<file path="src/rtl/ctrl_word_encoder.sv">
// rtl/ctrl_word_encoder.sv - re-encodes a control word into its opcode by searching a loadable table
module ctrl_word_encoder #(
  parameter int CODE_W = 7,
  parameter int CTRL_W = 26,
  parameter int LANES  = 1
) (
  input  logic              clk,
  input  logic              rst,
  input  logic              tbl_we,
  input  logic [CODE_W-1:0] tbl_addr,
  input  logic [CTRL_W-1:0] tbl_data,
  input  logic              tbl_clr,
  output logic              tbl_busy,
  output logic              tbl_err,
  input  logic              in_valid,
  output logic              in_ready,
  input  logic [CTRL_W-1:0] in_word,
  output logic              out_valid,
  input  logic              out_ready,
  output logic [CODE_W-1:0] out_code,
  output logic              out_miss,
  output logic [7:0]        miss_cnt
);

  localparam int N  = 1 << CODE_W;
  localparam int NB = N / LANES;
  localparam int KW = (NB > 1) ? $clog2(NB) : 1;

  typedef enum logic [1:0] {IDLE, SEARCH, OUT} state_t;

  state_t              state_q, state_d;
  logic [KW-1:0]       k_q, k_d;
  logic [CTRL_W-1:0]   word_q, word_d;
  logic [CODE_W-1:0]   code_q, code_d;
  logic                miss_q, miss_d;
  logic [7:0]          miss_cnt_q, miss_cnt_d;
  logic                err_q, err_d;
  logic [N-1:0]        valid_q, valid_d;
  logic [CTRL_W-1:0]   data_q [N];

  logic                busy;
  logic                wr_ok;
  logic                hit;
  logic [CODE_W-1:0]   hit_code;
  logic [CODE_W-1:0]   idx;

  assign busy  = (state_q == SEARCH);
  assign wr_ok = tbl_we && !busy;

  // Scan lanes from high to low so the lowest matching index is the one left standing.
  always_comb begin
    hit      = 1'b0;
    hit_code = '0;
    idx      = '0;
    for (int l = LANES - 1; l >= 0; l--) begin
      idx = CODE_W'(int'(k_q) * LANES + l);
      if (valid_q[idx] && (data_q[idx] == word_q)) begin
        hit      = 1'b1;
        hit_code = idx;
      end
    end
  end

  always_comb begin
    state_d    = state_q;
    k_d        = k_q;
    word_d     = word_q;
    code_d     = code_q;
    miss_d     = miss_q;
    miss_cnt_d = miss_cnt_q;
    err_d      = err_q;
    valid_d    = valid_q;

    if (busy && (tbl_we || tbl_clr)) begin
      err_d = 1'b1;
    end else begin
      if (tbl_clr) valid_d = '0;
      if (tbl_we)  valid_d[tbl_addr] = 1'b1;
    end

    unique case (state_q)
      IDLE: begin
        if (in_valid) begin
          word_d  = in_word;
          k_d     = '0;
          state_d = SEARCH;
        end
      end
      SEARCH: begin
        if (hit) begin
          code_d  = hit_code;
          miss_d  = 1'b0;
          state_d = OUT;
        end else if (k_q == KW'(NB - 1)) begin
          code_d  = '0;
          miss_d  = 1'b1;
          state_d = OUT;
        end else begin
          k_d = k_q + 1'b1;
        end
      end
      OUT: begin
        if (out_ready) begin
          state_d = IDLE;
          if (miss_q && (miss_cnt_q != 8'hFF)) miss_cnt_d = miss_cnt_q + 8'd1;
        end
      end
      default: state_d = IDLE;
    endcase
  end

  always_ff @(posedge clk or posedge rst) begin
    if (rst) begin
      state_q    <= IDLE;
      k_q        <= '0;
      word_q     <= '0;
      code_q     <= '0;
      miss_q     <= 1'b0;
      miss_cnt_q <= 8'd0;
      err_q      <= 1'b0;
      valid_q    <= '0;
    end else begin
      state_q    <= state_d;
      k_q        <= k_d;
      word_q     <= word_d;
      code_q     <= code_d;
      miss_q     <= miss_d;
      miss_cnt_q <= miss_cnt_d;
      err_q      <= err_d;
      valid_q    <= valid_d;
    end
  end

  // Entry payloads need no reset: an entry is only ever read while its valid bit is set.
  always_ff @(posedge clk) begin
    if (wr_ok) data_q[tbl_addr] <= tbl_data;
  end

  assign tbl_busy  = busy;
  assign tbl_err   = err_q;
  assign in_ready  = (state_q == IDLE);
  assign out_valid = (state_q == OUT);
  assign out_code  = code_q;
  assign out_miss  = miss_q;
  assign miss_cnt  = miss_cnt_q;

endmodule
</file>
<file path="config.mk">
export PLATFORM = sky130hd
export DESIGN_NAME = ctrl_word_encoder
export DESIGN_NICKNAME = d
export VERILOG_FILES = /design/src/rtl/ctrl_word_encoder.sv
export SDC_FILE = /design/constraint.sdc
export NUM_CORES = 2
export LEC_CHECK = 0
export BUFFER_PORTS_ARGS = -buffer_cell sky130_fd_sc_hd__buf_4
export CAP_MARGIN = 30
export CELL_PAD_IN_SITES_DETAIL_PLACEMENT = 1
export CELL_PAD_IN_SITES_GLOBAL_PLACEMENT = 2
export CORE_MARGIN = 2
export CORE_UTILIZATION = 45
export DETAILED_ROUTE_END_ITERATION = 8
export GPL_ROUTABILITY_DRIVEN = 0
export PLACE_DENSITY = 0.77
export SLEW_MARGIN = 20
export SYNTH_ARGS = -nofsm -noshare
export SYNTH_HDL_FRONTEND = slang
export SYNTH_SLANG_ARGS = --single-unit
</file>
<file path="constraint.sdc">
create_clock -name clk -period 12.26 [get_ports clk]
set_clock_uncertainty 0.15 [all_clocks]
set_input_delay 3.065 -clock clk [delete_from_list [all_inputs] [get_ports clk]]
set_output_delay 3.065 -clock clk [all_outputs]
set_load 0.01 [all_outputs]
</file>
# Word-level counts from Yosys, hierarchy flattened
# Memories as Yosys holds them, arrays and structs flattened.
# Index checks and enable logic that the tools add are counted.
# word_totals
regBits	180
ram_bits	3328
out_inout_bits	20
wordCells	64
n_memories	1
# memory_table
memory	words	word_bits	rd	rd_clocked_by_memory_dff	write_ports	line_no	rtl
data_q	128	26	1	0	1	39	logic [CTRL_W-1:0] data_q [N];
# op_classes
add_sub_neg	2
order_cmp	3
n_eq_ne	10
mux	24
bitwise	1
reduce_logical	15
# ops
operator	count
2-to-1 mux 128 bit	3
bitwise OR 128 bit	1
2-to-1 mux 7 bit	6
== test 26 bit	1
less-than comparator 7 x 8 -> 1 bit (second input constant)	2
one-hot mux 7 bit (2 select lines)	1
adder 8 x 1 -> 8 bit (second input constant)	1
2-to-1 mux 2 bit	4
!= test 8 bit (second input constant)	1
adder 7 x 1 -> 7 bit (second input constant)	1
binary-select mux 1 bit (select 7 bit)	1
demux 1 bit (select 7 bit)	1
== test 7 bit (second input constant)	1
greater-or-equal comparator 7 x 1 -> 1 bit (second input constant)	1
2-to-1 mux 1 bit	7
!= test 2 bit (second input constant)	3
one-hot mux 2 bit (3 select lines)	1
AND reduction 3 bit	2
logical AND 1 bit	5
AND reduction 2 bit	2
AND reduction 4 bit	1
nonzero test 2 bit	2
!= test 3 x 1 -> 1 bit (second input constant)	1
== test 2 x 1 -> 1 bit (second input constant)	1
other kinds (5)	5

# Longest topological paths before layout
# depth
word_depth	6
mapped_depth	20
ltp_nobuf	12

# Least setup slack after synthesis
# OpenSTA, ideal clock, no wires.
# synth_path
path_kind	input -> register
start	in tbl_we
end	mem data_q[126][0], enable pin
t_arrival_ps	4885
path_slack_ps	6814
stages	5
n_path_buf	1
path_cell_list	nand2_1 -> nor2_1 -> nand3_1 -> clkbuf_1 -> nor2_1
# synth_via
elab_chain_cells	3
# synth_lines
item	line_no	rtl
start, declared	9	input logic tbl_we,
logical AND 1 bit	48	assign wr_ok = tbl_we && !busy;
2-to-1 mux 1 bit	136	if (wr_ok) data_q[tbl_addr] <= tbl_data;
2-to-1 mux 1 bit (implied by the code)	136	
end, declared	39	
# No other way between the ends.

# Worst setup path in the final report
# layout_path
start	reg k_q[2]
end	reg code_q[2], in the netlist out_code[2]
# layout_via
elab_chain_cells	6
word_cells_on_any_way	11
cone_classes	eq/ne: 2; mux: 5; reduce/logical: 3; memory: 1
# layout_lines
item	line_no	rtl
start, declared	32	logic [KW-1:0] k_q, k_d;
start signal, assigned	124	k_q <= k_d;
memory read (128 x 26 bit) / binary-select mux 1 bit (select 7 bit) (equally long branches)	-	
== test 26 bit / 2-to-1 mux 1 bit (equally long branches)	57	if (valid_q[idx] && (data_q[idx] == word_q)) begin
logical AND 1 bit	57	
2-to-1 mux 1 bit	57	
nonzero test 2 bit (no line)	-	
AND reduction 2 bit (no line)	-	
end signal, assigned	126	code_q <= code_d;
end, declared	34	logic [CODE_W-1:0] code_q, code_d;
# Parallel ways exist; a longest one is shown, timed or not. The select of a mux whose other input is x is not followed.
# A chain may end at the register's enable or synchronous reset.

==> flow_summary.yaml <==
clocking:
  cts_buffer_depth: 4
  clock_latency_ps: 970
  path_clk_slew_ps: 60
  cts.sinks: 3508
  htreeDepth: 5
  cts_inserted_buffers: 361
  cts_setup_buffers: 0
  cts_resized: 0
  cts.root.buffer_cell: "clkbuf_16"
  cts_tree: "done"
  postCtsHoldBufs: 0
logic_synthesis:
  ys_seq_area_share_pct: 76.8
  synth-seq-cells: 3508
  synthesis.nets: 6308
  netlist_instances: 6241
  synth_cell_type_count: 80
  syn_area_um2: 136000
  syn_area_per_cell_um2: 21.8
  synth-main-ff-cell: "edfxtp_1"
  yosysWarnings: 0
  async_flop_share_pct: 5.13
  synth_edf_count: 3328
floorplan:
  std_cell_rows: 201
  die_w_um: 554
  initial_core_util_pct: 45.3
  die_area_um2: 307000
  ios: 85
  core_area_um2: 300000
  dieHeight_um: 554
final_layout:
  design_area_um2: 156000
  fill_cells: 26100
  finalNetCount: 6721
  area_growth_pct: 14.6
  final_core_util_pct: 51.9
  drive_gt1_share_pct: 28.3
global_route:
  grt_max_degree: 113
  grt_pass1_vias: 72300
  grt_pass1_wl_um: 602000
  grtUsageTotal_pct: 28.3
  overflow: 0
  antenna_found_initial: 38
sta:
  worst_pin_slew_ps: 1190
  finalHoldViolCount: 0
  finalCritPeriodShare_pct: 58.1
  setup_viol: 0
  rsz0062_at_grt: "no"
  worst_hold_slack_ps: 323
  min_period_ps: 7120
  maxSlewHeadroom_pct: 20.6
  slew_violations: 0
  max_freq_mhz: 140
  setup_tns_ps: 0
routing:
  drt-pass1-iter-count: 6
  drc: 0
  antenna_left: 0
  vias_per_cell: 6.50
  via_count: 71100
  wire_per_inst_um: 39.9
  drt-total-wl_um: 436000
  drt-initial-drc-count: 11200
pwr:
  pwr_density_cell_nw_per_um2: 225
  ir_worst_vdd_mv: 0.190
  p_leak_uw: 0.0511
placement:
  io_buffers: 84
  dp_hpwl_um: 262000
  postPlaceCellArea_um2: 143000
setup_path:
  worstPathArrival_ps: 7860
  path_cells: "buf_4 -> inv_8 -> buf_4 -> nor2_1 -> a221oi_1 -> o21ai_1 -> nor3_1 -> nor2_1 -> a32oi_1 -> xnor2_1 -> nor4_1 -> nand4_1 -> nor2_2 -> a22o_1"
  slowest_delay_ps: 730
  path_class: "flop to flop"
  required_ps: 13000
  cpMaxStageDelayCell: "dfrtp_4"
  startpoint_type: "flop"
  path_max_fanout: 43
  crit_path_end_kind: "flop"
job:
  drv_cap: 0
run_status:
  status: "complete, no violations"
worst_hold_path:
  min_path_type: "flop to flop"
[synth_stat cells, types with 50 or more instances]
| cell | count | area, µm² |
|---|---|---|
| edfxtp_1 | 3328 | 99900 |
| mux4_2 | 842 | 19000 |
| mux2i_1 | 267 | 2670 |
| nand2_1 | 235 | 882 |
| nor2_1 | 198 | 743 |
| dfrtp_1 | 180 | 4500 |
| a21o_1 | 131 | 983 |
| a22oi_1 | 104 | 781 |
| clkbuf_1 | 88 | 330 |
| buf_4 | 83 | 623 |
| a21oi_1 | 78 | 390 |
| buf_6 | 74 | 833 |
| buf_2 | 73 | 365 |
| o21ai_0 | 70 | 350 |
| nand3_1 | 50 | 250 |
[cells by family after synthesis]
logic type / synth area share [%]
compound gates: 3.23
xor+xnor: 0.193
fa+ha+maj: 0.0184
buf+inv: 1.84
flops: 76.8
mux: 16.0
simple gates: 1.92
[state kept, by name, indices dropped and copies added (netlist names)]
register  count
data_q     3328
valid_q     128
word_q       26
miss_cnt      8
k_q           7
out_code      7
state_q       2
out_miss      1
tbl_err       1
[per-layer routing]
metal,share of wire (%),global-route usage (%),vias to the layer above,wire length (µm)
met5,0.025,0,-,108
met4,5.8,14.0,18,25400
met3,11,6.94,958,48400
met2,46,43.1,4527,200000
met1,37,38.4,38500,162000
li1,-,-,27000,-
[metrics by stage]
stage               instances  worst slack (ps)  total power, µW
finish                  10900              5140            35100
global route            10900              5180            35800
CTS                     10900              5340            35000
detailed placement      10200              5380            23700
global placement        10200              4890            23600
floorplan                6241              4160            19700
[final cells by class]
class                   count  area, µm²  share of cell area [%]
well taps                3958       4950                    3.18
multi-input cells        2377      30200                    19.4
flip-flops and latches   3508     104000                    67.0
inverters                  14       72.6                  0.0465
clock buffers             470       9730                    6.24
clock inverters           197       2440                    1.57
repair buffers            392       4060                    2.60
diodes                     14       35.0                  0.0225
[final timing paths]
check	start	slack, ps	endpoint	cells past startpoint
hold / removal	valid_q[23]	320	valid_q[23]	1
max in group asynchronous	rst	8010	word_q[5]	5
min in group asynchronous	rst	2070	valid_q[114]	2
setup / recovery	k_q[2]	5140	out_code[2]	14
setup reg to reg	k_q[2]	5140	out_code[2]	14
hold reg to reg	valid_q[23]	320	valid_q[23]	1
[worst max-delay path, delay by kind of cell, from the launching register on]
kind / cells / cell delay, ps
and+or+nand+nor: 6 / 2810
buffers and inverters: 3 / 1680
DFF: 1 / 730
AOI/OAI and AO/OA: 4 / 1350
xor gates and xnor gates: 1 / 90
[cell usage in the layout, fill, tap and decap left out, types with 20 or more instances in the layout]
cell type and instances:
edfxtp_1 3328, mux4_2 842, clkbuf_16 365, buf_4 316, mux2i_1 267, nand2_1 228
dfrtp_1 173, a21o_1 131, nor2_4 123, a22oi_1 104, clkbuf_1 85, a21oi_1 78
o21ai_0 65, clkinv_2 64, nor2_1 63, clkinv_1 57, nand3_1 46, a221oi_1 44
bufinv_16 43, buf_16 40, o21ai_1 26, o22ai_1 26, buf_12 24, o211ai_1 22
nor2b_1 21, a31oi_1 21, clkbuf_8 20
[power by group]
part,switching [µW],internal (µW),total (µW),leakage (µW)
combinational,6600,3790,10400,0.0128
sequential,242,13200,13400,0.0323
clock,4800,6550,11300,0.00593
Power figures use the tool's default switching activity.
